--- src/rtl/ucode_seq.sv ---
// Microcode sequencer between decode (DE1) and rename (RN0): expands one held uinstr into 1..MAX_UOPS uops.
// Optional macro UCODE_SEQ_PERF_EN adds saturating drain/stall/uop performance counters.

package instr_decode;
  typedef struct packed {
    logic       valid;
    logic [5:0] rob_id;
  } t_nuke_pkt;

  typedef struct packed {
    logic [7:0]  uop;
    logic [3:0]  num_uops;
    logic [15:0] imm;
  } t_uinstr;

  function automatic logic [3:0] f_uc_num_uops(input t_uinstr ui);
    return ui.num_uops;
  endfunction

  function automatic logic f_uc_serializing(input logic [7:0] uop);
    return uop[7];
  endfunction
endpackage

module ucode_seq
  import instr_decode::*;
#(
  parameter int MAX_UOPS = 4,
  parameter int IDX_W    = (MAX_UOPS > 1) ? $clog2(MAX_UOPS) : 1
) (
  input  logic             clk,
  input  logic             reset,
  input  t_nuke_pkt        nuke_rb1,
  input  logic             valid_de1,
  input  t_uinstr          uinstr_de1,
  output logic             ucode_ready_uc0,
  input  logic             rob_empty_rb,
  input  logic             rename_ready_rn0,
  output logic             valid_uc0,
  output t_uinstr          uinstr_uc0,
  output logic [IDX_W-1:0] uc_idx_uc0,
  output logic             uc_last_uc0
`ifdef UCODE_SEQ_PERF_EN
  ,
  output logic [31:0]      perf_drain_cyc,
  output logic [31:0]      perf_stall_cyc,
  output logic [31:0]      perf_uops
`endif
);

  typedef enum logic [1:0] {
    IDLE  = 2'd0,
    DRAIN = 2'd1,
    SEQ   = 2'd2
  } t_state;

  t_state           r_state;
  t_state           w_state_nxt;
  t_state           w_fill_state;
  t_uinstr          r_hold;
  logic [IDX_W-1:0] r_idx;
  logic [IDX_W-1:0] r_last_idx;
  logic [IDX_W-1:0] w_idx_nxt;
  logic [IDX_W-1:0] w_new_last;
  logic [3:0]       w_raw_n;
  logic             w_load;
  logic             w_last;
  logic             w_issue;
  logic             w_nuke;
  logic             w_unused_nuke;

  assign w_nuke        = nuke_rb1.valid;
  assign w_unused_nuke = ^nuke_rb1.rob_id;
  assign w_raw_n       = f_uc_num_uops(uinstr_de1);

  // Store the last step index rather than the count so the compare is IDX_W wide.
  always_comb begin
    w_new_last = '0;
    if (w_raw_n == 4'd0) begin
      w_new_last = '0;
    end else if (int'(w_raw_n) >= MAX_UOPS) begin
      w_new_last = IDX_W'(MAX_UOPS - 1);
    end else begin
      w_new_last = IDX_W'(w_raw_n - 4'd1);
    end
  end

  assign w_fill_state = (f_uc_serializing(uinstr_de1.uop) && !rob_empty_rb) ? DRAIN : SEQ;

  assign w_last          = (r_state != IDLE) && (r_idx == r_last_idx);
  assign valid_uc0       = (r_state == SEQ) && !w_nuke;
  assign w_issue         = valid_uc0 && rename_ready_rn0;
  assign ucode_ready_uc0 = !reset && !w_nuke &&
                           ((r_state == IDLE) || ((r_state == SEQ) && w_last && rename_ready_rn0));
  assign uinstr_uc0      = r_hold;
  assign uc_idx_uc0      = r_idx;
  assign uc_last_uc0     = w_last;

  always_comb begin
    w_state_nxt = r_state;
    w_idx_nxt   = r_idx;
    w_load      = 1'b0;
    if (w_nuke) begin
      w_state_nxt = IDLE;
      w_idx_nxt   = '0;
    end else begin
      unique case (r_state)
        IDLE: begin
          if (valid_de1) begin
            w_load      = 1'b1;
            w_idx_nxt   = '0;
            w_state_nxt = w_fill_state;
          end
        end
        DRAIN: begin
          if (rob_empty_rb) begin
            w_state_nxt = SEQ;
          end
        end
        SEQ: begin
          if (rename_ready_rn0) begin
            if (w_last) begin
              w_idx_nxt = '0;
              if (valid_de1) begin
                w_load      = 1'b1;
                w_state_nxt = w_fill_state;
              end else begin
                w_state_nxt = IDLE;
              end
            end else begin
              w_idx_nxt = r_idx + IDX_W'(1);
            end
          end
        end
        default: begin
          w_state_nxt = IDLE;
          w_idx_nxt   = '0;
        end
      endcase
    end
  end

  always_ff @(posedge clk or posedge reset) begin
    if (reset) begin
      r_state    <= IDLE;
      r_idx      <= '0;
      r_last_idx <= '0;
      r_hold     <= '0;
    end else begin
      r_state <= w_state_nxt;
      r_idx   <= w_idx_nxt;
      if (w_load) begin
        r_hold     <= uinstr_de1;
        r_last_idx <= w_new_last;
      end
    end
  end

`ifdef UCODE_SEQ_PERF_EN
  always_ff @(posedge clk or posedge reset) begin
    if (reset) begin
      perf_drain_cyc <= '0;
      perf_stall_cyc <= '0;
      perf_uops      <= '0;
    end else begin
      if ((r_state == DRAIN) && (perf_drain_cyc != '1)) perf_drain_cyc <= perf_drain_cyc + 32'd1;
      if (valid_uc0 && !rename_ready_rn0 && (perf_stall_cyc != '1)) perf_stall_cyc <= perf_stall_cyc + 32'd1;
      if (w_issue && (perf_uops != '1)) perf_uops <= perf_uops + 32'd1;
    end
  end
`endif

`ifdef ASSERT
  a_pop_qualified: assert property (@(posedge clk) disable iff (reset) valid_de1 |-> ucode_ready_uc0);
  a_idx_range:     assert property (@(posedge clk) disable iff (reset) int'(r_idx) <= MAX_UOPS - 1);
`endif

endmodule
--- config.mk ---
export PLATFORM = sky130hd
export DESIGN_NAME = ucode_seq
export DESIGN_NICKNAME = d
export VERILOG_FILES = /design/src/rtl/ucode_seq.sv
export SDC_FILE = /design/constraint.sdc
export NUM_CORES = 1
export LEC_CHECK = 0
export BUFFER_PORTS_ARGS = -buffer_cell sky130_fd_sc_hd__buf_2
export CORE_MARGIN = 10
export CORE_UTILIZATION = 45
export CTS_CLUSTER_DIAMETER = 100
export DETAILED_ROUTE_END_ITERATION = 10
export PLACE_DENSITY_LB_ADDON = 0.3
export REMOVE_ABC_BUFFERS = 1
export SYNTH_ARGS = -nofsm -noshare
export SYNTH_HDL_FRONTEND = slang
export SYNTH_SLANG_ARGS = --single-unit
--- constraint.sdc ---
create_clock -name clk -period 3.3 [get_ports clk]
set_clock_uncertainty 0.2 [all_clocks]
set_input_delay 0.165 -clock clk [delete_from_list [all_inputs] [get_ports clk]]
set_output_delay 0.165 -clock clk [all_outputs]
set_load 0.02 [all_outputs]
==> metrics, run 1 <==
CP Launch Type register; Hold Crit Class in -> reg; cts bufs inserted 5; Sinks on Clock Net 34; measured slew at the worst slew-check pin 0.542 ns; num rows 21; post-synthesis mux area share 0.284; Top Usage Layer GRT met2; total core area ~3400 sq um; first-pass GRT wire length 6910 um; P_sw between 0.4 and 0.5 mW; XOR/XNOR Fraction of Synth Area 0.0110; max capacitance violation total 0; dpl ws 1.01 ns; share of post-route cells with drive strength above 1 0.512; synthesized area 1590 sq um; CP Capture Type register; Post-Syn Instances 108; gr ovfl total 0; Crit Path Class reg -> reg; largest net degree at the start of global routing 35; DRT Pass-1 Iters 4; Nets between 200 and 300; wire per inst 16.1 um; port buffer count 66; die height 79.4 um; fin crit period 2.30 ns; Skew-Pair Late Insertion Delay 0.32 ns; cell family with most CP delay buffers and inverters; Netlist cell types 25; complex-gate fraction of the synthesized area 0.0457; initial DRC count 42; clock root buffer clkbuf_4; Yosys warning count 0; FF+latch count, synth 34; Avg Inst Size Synth 14.7 sq um; CP max-delay cell buf_4; Pint 0.863 mW; Adder-Cell Fraction of Synth Area 0.00788; CTS H-tree lvls 2; CP required 3.31 ns; dpl hpwl 2700 um; unrepaired setup endpoints after global routing no; Starting Density 0.472; Comb pwr share 0.378; final worst-path cycle share 0.696; drt via density 4.85; Cell Pwr Density 557 nW/um^2; cells along the critical path xnor2_1 -> a31oi_2 -> nor3b_4 -> buf_4 -> mux2_4; routability cong. 0.706; switching share of total power 0.339; vias in the first global route 1437; sequential-to-total area share from yosys stat 0.536; status finished, final reports clean; area grow syn2layout 47.6%; largest vdd supply drop 0.000354 V; setup TNS 0 ns; # IOs 73; Die ar. 6300 sq um; CTS resizes 0; Detail Route Antenna Nets 0; CTS tree done; met1 GRT Util 0.133; initial antenna violation count 1; CP Max Fanout 30; CP arrival 2.31 ns; Sequential Power Share 0.437; drc violations 0; Hold Vio Cnt, Final 0; clock power share 0.185; Simple-Gate Fraction of Synth Area 0.0804; crit path buf inv count 1; clk buf depth 2; vias about 1300; Final Max Tran Viols 0; # setup viols final 0; fmax 436 MHz; Clock Pin Slew Worst Setup and Hold Paths roughly 0.1 ns; GRT Util Overall 0.139; Static Leak 1.17 nW; worst setup margin 1.00 ns; crit-path max cell delay 0.47 ns; GRT met3 Usage 0.0698; worst rel slew slack 0.638; Post-Route WL 4190 um; largest family of logic cells by synthesized area multiplexers; met2 GRT Util 0.248; DIE WIDTH about 79 um
-- cells by family (layout without fill, tap and decap cells) --
kind of cell | Yosys count | in the layout
other cells | 0 | 1
simple gates | 22 | 22
xor+xnor | 2 | 2
buf+inv | 9 | 114
fa+ha+maj | 1 | 1
compound gates | 10 | 10
mux | 30 | 30
flops | 34 | 34
-- per-stage QoR --
step	hold WS [ns]	total power [mW]	cell area, sq um	instances	utilization
after global routing	0.108	1.38	2340	260	0.697
after floorplan	0.0372	0.886	1550	105	-
after CTS	0.0788	1.32	2340	259	0.696
after global placement	0.0848	1.03	1960	219	0.582
final	0.0882	1.31	2340	260	0.697
after detailed placement	0.0939	1.04	1960	219	0.582
-- synth_stat cells, drive strengths merged --
master	number	area share
nand2	5	0.012
ha	1	0.0079
nand2b	1	0.0039
and3b	1	0.0055
xnor2	2	0.011
a22o	1	0.0055
nor2	5	0.012
a31oi	1	0.0079
a221oi	1	0.0055
nor2b	1	0.0039
nor3b	1	0.012
nor3	1	0.0031
nand3	2	0.0063
o21ai	4	0.013
or2b	2	0.0095
nor4	1	0.0039
and2b	1	0.0047
o32ai	1	0.0055
a21oi	1	0.0031
o41ai	1	0.0055
dfrtp	34	0.54
buf	3	0.021
inv	6	0.014
or2	1	0.0039
mux2	30	0.28
-- final timing paths --
path | startpoint | end | slack [ns] | cells past startpoint
hold / removal | valid_de1 | r_state[1] | 0.09 | 4
max in group asynchronous | reset | uinstr_uc0[23] | 2.30 | 4
setup reg to reg | r_last_idx[1] | uinstr_uc0[16] | 1.00 | 5
setup / recovery | r_last_idx[1] | uinstr_uc0[16] | 1.00 | 5
hold reg to reg | uinstr_uc0[16] | uinstr_uc0[16] | 0.31 | 1
min in group asynchronous | reset | uinstr_uc0[20] | 0.28 | 4
-- worst min-delay path: stages --
cell	delay (ns)
buf_2	0.12
o21ai_0	0.06
and3b_1	0.16
a221oi_1	0.08
-- registers in the layout, indices dropped and copies added (netlist names) --
register    cells
uinstr_uc0     28
uc_idx_uc0      2
r_last_idx      2
r_state         2
-- metal layers --
| metal | part of all wire | wire (um) |
|---|---|---|
| met4 | 0.021 | 86 |
| met5 | 0 | 0 |
| met1 | 0.36 | 1520 |
| met3 | 0.085 | 355 |
| met2 | 0.53 | 2220 |
-- area by class of cell --
| class | instances | area, sq um |
|---|---|---|
| Fill cell | 265 | 1020 |
| Sequential cell | 34 | 851 |
| Clock buffer | 6 | 51.3 |
| Clock inverter | 2 | 12.5 |
| Inverter | 6 | 22.5 |
| Tap cell | 46 | 57.6 |
| Timing Repair Buffer | 100 | 666 |
| Multi-Input combinational cell | 65 | 681 |
| Antenna cell | 1 | 2.50 |
-- power by group through the flow --
stage          Combinational [mW]  Sequential [mW]  Clock (mW)
2_1_floorplan               0.200            0.686           0
6_report                    0.494            0.571       0.241
3_3_place_gp                0.461            0.571           0
3_5_place_dp                0.467            0.575           0
5_1_grt                     0.525            0.584       0.274
4_1_cts                     0.497            0.570       0.251
-- cells in the final DEF, fill, tap and decap left out, drive strengths merged, types with 2 or more instances in the layout --
cell         netlist  routed
nor2               5       5
xnor2              2       2
dlygate4sd3        0      32
buf                3      68
mux2              30      30
o21ai              4       4
or2b               2       2
dfrtp             34      34
nand2              5       5
nand3              2       2
clkbuf             0       6
inv                6       6
-- repair_timing --
action,CTS,global route
endpoints found under the hold margin,65,0
hold buffers,32,0
setup buffers,0,0
Note: power is estimated with default switching activity, not from simulation.
==> inputs of run 2 (changes only) <==
--- a/config.mk
+++ b/config.mk
@@ -5,9 +5,10 @@
 export SDC_FILE = /design/constraint.sdc
 export NUM_CORES = 1
 export LEC_CHECK = 0
+export ABC_AREA = 1
 export BUFFER_PORTS_ARGS = -buffer_cell sky130_fd_sc_hd__buf_2
 export CORE_MARGIN = 10
-export CORE_UTILIZATION = 45
+export CORE_UTILIZATION = 42
 export CTS_CLUSTER_DIAMETER = 100
 export DETAILED_ROUTE_END_ITERATION = 10
 export PLACE_DENSITY_LB_ADDON = 0.3
==> constraint.sdc (replaced) <==
create_clock -name clk -period 1.9 [get_ports clk]
set_clock_uncertainty 0.2 [all_clocks]
set_input_delay 0.095 -clock clk [delete_from_list [all_inputs] [get_ports clk]]
set_output_delay 0.095 -clock clk [all_outputs]
set_load 0.02 [all_outputs]
==> run 2 against run 1 <==
Against the previous run: area after synthesis is 4.7% higher; first-iteration DRC count grew 38%; power rose to 2.6 times the previous value; non-clock buffer count increased by 3; worst hold slack worse by 0.088 ns; clock power rose to 2.8 times the previous value; sequential cell count unchanged; sequential power up 110%; final cell count increased by 34%; critical path depth is 1 higher; setup slack lost 0.89 ns; critical path type is now reg -> out; largest power group is now combinational logic; highest routed layer unchanged.
==> metrics, run 2 <==
initial DRC count 58; CTS H-tree lvls 2; status finished, final reports clean; CP Max Fanout 8; largest vdd supply drop between 0.0007 and 0.0008 V; wire per inst between 10 and 15 um; fin crit period 1.79 ns; unrepaired setup endpoints after global routing no; Pint 1.98 mW; routability cong. 0.800; most frequent cells in the layout 75 x nand2_1, 66 x buf_2, 36 x nand3_1; num rows 22; Sinks on Clock Net 34; number of flops mapped to enable cells by yosys 0; worst setup path start r_state[0]; initial antenna violation count 0; gr ovfl total 0; drc violations 0; Top FF cell, synth dfrtp_1; synthesized area 1660 sq um; Hold Vio Cnt, Final 0; # IOs 73; vias 1628; Multi-input gate area 649 sq um; r2r startpoint r_state[0]; max reg flops 28; fmax 559 MHz; Skew-Pair Late Insertion Delay 0.28 ns; Starting Density 0.444; max capacitance violation total 0; P_sw 1.38 mW; Crit Path Class reg -> out; top post-synthesis cells by count 75 x nand2_1, 36 x nand3_1, 34 x dfrtp_1; CP required ~1.6 ns; total core area 3740 sq um; hold_sp rename_ready_rn0; dpl hpwl 3100 um; largest net degree at the start of global routing 31; CP arrival 1.49 ns; Post-Route WL 4620 um; FF+latch count, synth 34; clock power share 0.199; Antenna Cells 0; CP Capture Type primary output; count leader, synth nand2_1; cell taking the most area after synthesis dfrtp_1; commonest non-fill, non-tap cell in the layout nand2_1; FFs w/ async S/R, synth 1.00; Comb pwr share 0.437; worst rel slew slack 0.770; switching share of total power 0.411; CP Launch Type register; port buffer count 66; clk buf depth 2; clock root buffer clkbuf_8; Static Leak 1.36 nW; measured slew at the worst slew-check pin 0.345 ns; Min Hold Slack 0.000107 ns; Post-Syn Instances 201; cts bufs inserted 5; Hold Crit Class in -> reg; Synth top area share 0.512; sequential-to-total area share from yosys stat 0.512; DIE WIDTH 82.9 um; # setup viols final 0; Yosys warning count 0; Clock Pin Slew Worst Setup and Hold Paths about 0.06 ns; Cell Pwr Density around 1400 nW/um^2; final worst-path cycle share 0.942; GRT Util Overall 0.133; top area cells in the synthesized netlist dfrtp_1 51%, nand2_1 17%, nand3_1 11%; area grow syn2layout 44.4%; Netlist cell types 17; Avg Inst Size Synth 8.27 sq um; die height 82.9 um; DRT Pass-1 Iters 7; CTS tree done; Nets 341; drt via density about 4.7; share of post-route cells with drive strength above 1 0.297; first-pass GRT wire length 7880 um; vias in the first global route 1675; number of fillers in the final layout 327; Sequential Power Share 0.363; Die ar. 6880 sq um; Final Max Tran Viols 0; Detail Route Antenna Nets 0; register area ~850 sq um; setup TNS 0 ns
-- run 2: routing by layer --
metal  vias to the layer above  routed length (um)  GRT usage  part of all wire
li1                        829                   -          -                 -
met1                       738                1940      0.143              0.42
met2                        56                2180      0.226              0.47
met3                         5                 433     0.0645             0.094
met4                         0                  56     0.0415             0.012
met5                         -                   0          0                 0
-- run 2: through the flow --
stage               utilization  worst slack (ns)  instance area (sq um)  power, mW  std cells
floorplan                     -             0.220                   1540       2.10        190
finish                    0.641             0.110                   2400       3.36        348
global placement          0.524             0.169                   1960       2.60        308
detailed placement        0.524             0.145                   1960       2.63        308
CTS                       0.641             0.101                   2400       3.39        348
global route              0.641            0.0230                   2400       3.61        348
-- run 2: final timing paths --
kind,slack [ns],end,depth (start not counted)
worst max-delay path,0.11,ucode_ready_uc0,6
worst min-delay path,0.0001,r_state[1],4
worst max register to register,0.17,uinstr_uc0[15],7
worst min register to register,0.27,uinstr_uc0[1],2
max in group asynchronous,1.09,uinstr_uc0[10],4
min in group asynchronous,0.21,uinstr_uc0[25],4
-- run 2: what timing repair did --
item,CTS,global route
setup buffers,3,0
hold endpoints to repair,65,0
gates resized for setup,1,0
hold buffers,30,0
endpoints found under the setup margin,1,0
-- run 2: critical path, stage by stage (launching register included) --
cell and delay [ns]:
dfrtp_1 0.49, nor2_1 0.16, nand3_1 0.13, nand2_4 0.11, nand2_1 0.05, nor2_1 0.10
buf_2 0.18
-- run 2: area by class of cell --
cell class	count	share of cell area
Inverter	12	0.0188
Clock buffer	6	0.0344
Sequential cell	34	0.354
Tap cell	48	0.0250
Multi-Input combinational cell	144	0.270
Timing Repair Buffer	103	0.285
Clock inverter	1	0.0125
-- run 2: logic make-up after synthesis --
group           Yosys count  share of synthesized area
xor+xnor                  1                    0.00527
simple gates            137                      0.361
compound gates            5                     0.0150
buf+inv                  23                     0.0993
fa+ha+maj                 1                    0.00752
flops                    34                      0.512
-- run 2: power groups by stage --
stage	sequential, mW	clock (mW)	combinational [mW]
global placement	1.22	0	1.38
floorplan	1.58	0	0.521
finish	1.22	0.669	1.47
detailed placement	1.22	0	1.41
CTS	1.22	0.686	1.49
global route	1.27	0.705	1.63
==> inputs of run 3 (changes only) <==
--- a/config.mk
+++ b/config.mk
@@ -11,7 +11,7 @@
 export CORE_UTILIZATION = 42
 export CTS_CLUSTER_DIAMETER = 100
 export DETAILED_ROUTE_END_ITERATION = 10
-export PLACE_DENSITY_LB_ADDON = 0.3
+export PLACE_DENSITY = 0.78
 export REMOVE_ABC_BUFFERS = 1
 export SYNTH_ARGS = -nofsm -noshare
 export SYNTH_HDL_FRONTEND = slang
==> run 3 against run 2 <==
Against the previous run: worst hold slack improved by 0.034 ns; non-clock buffer count increased by 1; power increased by 1.2%; largest power group unchanged; highest routed layer unchanged.
==> metrics, run 3 (synthesis gave the netlist of run 2 again) <==
CP arrival 1.75 ns; Hold Vio Cnt, Final 0; measured slew at the worst slew-check pin 0.419 ns; CP Launch Type input pin; Skew-Pair Late Insertion Delay approximately 0.27 ns; Detail Route Antenna Nets 0; Sinks on Clock Net 34; largest net degree at the start of global routing 35; Cell Pwr Density approximately 1400 nW/um^2; unrepaired setup endpoints after global routing no; area grow syn2layout 46.4%; Antenna Cells 0; Post-Route WL 4740 um; # IOs 73; vias in the first global route 1659; drt via density 4.73; drc violations 0; commonest non-fill, non-tap cell in the layout nand2_1; Post-DP Area 1960 sq um; Starting Density 0.444; CTS H-tree lvls 2; Hold Crit Class in -> reg; routability cong. ~0.8; CP Max Fanout 2; cts bufs inserted 5; DIE WIDTH between 80 and 90 um; final worst-path cycle share 0.938; max reg flops 28; worst rel slew slack 0.720; CTS tree done; post-layout utilization of the core 0.650; total core area about 3700 sq um; Clock Pin Slew Worst Setup and Hold Paths 0.07 ns; share of post-route cells with drive strength above 1 0.299; CP required 1.87 ns; r2r setup slk 0.16 ns; die height 82.9 um; # setup viols final 0; clock root buffer clkbuf_8; CP Capture Type register; dpl hpwl 3160 um; max capacitance violation total 0; Crit Path Class in -> reg; gr ovfl total 0; fmax 561 MHz; cells along the critical path dlygate4sd3_1 -> buf_2 -> nor2_1 -> dlygate4sd3_1 -> nand3_1 -> nand2_1 -> inv_1 -> nand4_1 -> nand2_1; Static Leak 1.37 nW; Final Max Tran Viols 0; Finished Cell Area 2430 sq um; fin crit period between 1.5 and 2 ns; initial antenna violation count 0; GRT Util Overall 0.135; DRT Pass-1 Iters 4; Nets around 340; crit-path max cell delay 0.56 ns; total power about 3.4 mW; port buffer count 66; Die ar. 6880 sq um; num rows 22; CP max-delay cell dlygate4sd3_1; most frequent cells in the layout 75 x nand2_1, 65 x buf_2, 36 x nand3_1; first-pass GRT wire length 7960 um; wire per inst 13.6 um; largest vdd supply drop around 0.00086 V; setup TNS 0 ns; initial DRC count 96; clk buf depth 2; status finished, final reports clean; vias between 1500 and 2000
-- run 3: changes by cell type in the layout (fill, tap and decap cells not counted) --
cell,before,now
xnor2_1,1,0
buf_2,66,65
dlygate4sd3_1,30,31
buf_12,0,1
xnor2_2,0,1
-- run 3: layer usage --
layer / part of all wire / vias to the layer above / global-route usage
li1: - / 834 / -
met1: 0.44 / 763 / 0.159
met2: 0.49 / 52 / 0.229
met3: 0.061 / 2 / 0.0527
met4: 0.0023 / 0 / 0.0185
met5: 0 / - / 0
-- run 3: area by class of cell --
cell class	count	area (sq um)
multi-input cells	144	657
clock buffers	6	82.6
flip-flops and latches	34	851
inverters	12	45.0
repair buffers	104	708
clock inverters	1	30.0
fillers	320	1310
well taps	48	60.1
-- run 3: power breakdown --
group	total, mW	switching, mW	leakage (nW)	internal [mW]
Sequential	1.23	0.190	0.424	1.04
Clock	0.655	0.236	0.0573	0.419
Combinational	1.52	0.963	0.893	0.553
-- run 3: worst max-delay path, delay by kind of cell --
kind	cells	cell delay (ns)
buffers and inverters	4	1.27
AND/OR/NAND/NOR	5	0.38
-- run 3: what timing repair did --
item                                    CTS  global route
hold endpoints to repair                 65             0
endpoints found under the setup margin    0             1
hold buffers                             31             0
gates resized for setup                   0             3
buffers inserted                          0             3
-- run 3: final timing paths --
path,start,end,depth (start not counted)
worst max-delay path,rob_empty_rb,r_state[0],9
worst min-delay path,rename_ready_rn0,r_state[1],4
worst max register to register,r_state[0],uinstr_uc0[5],7
worst min register to register,uinstr_uc0[25],uinstr_uc0[25],2
max in group asynchronous,reset,uc_idx_uc0[1],4
min in group asynchronous,reset,uinstr_uc0[27],4
-- run 3: through the flow --
stage / hold slack, ns / setup WS [ns] / instances
final: 0.0337 / 0.118 / 349
after global routing: 0.0542 / 0.0236 / 349
after CTS: 0.0203 / 0.0339 / 346
after detailed placement: 0.0192 / 0.184 / 308
after global placement: 0.0201 / 0.217 / 308
after floorplan: 0.0366 / 0.220 / 190
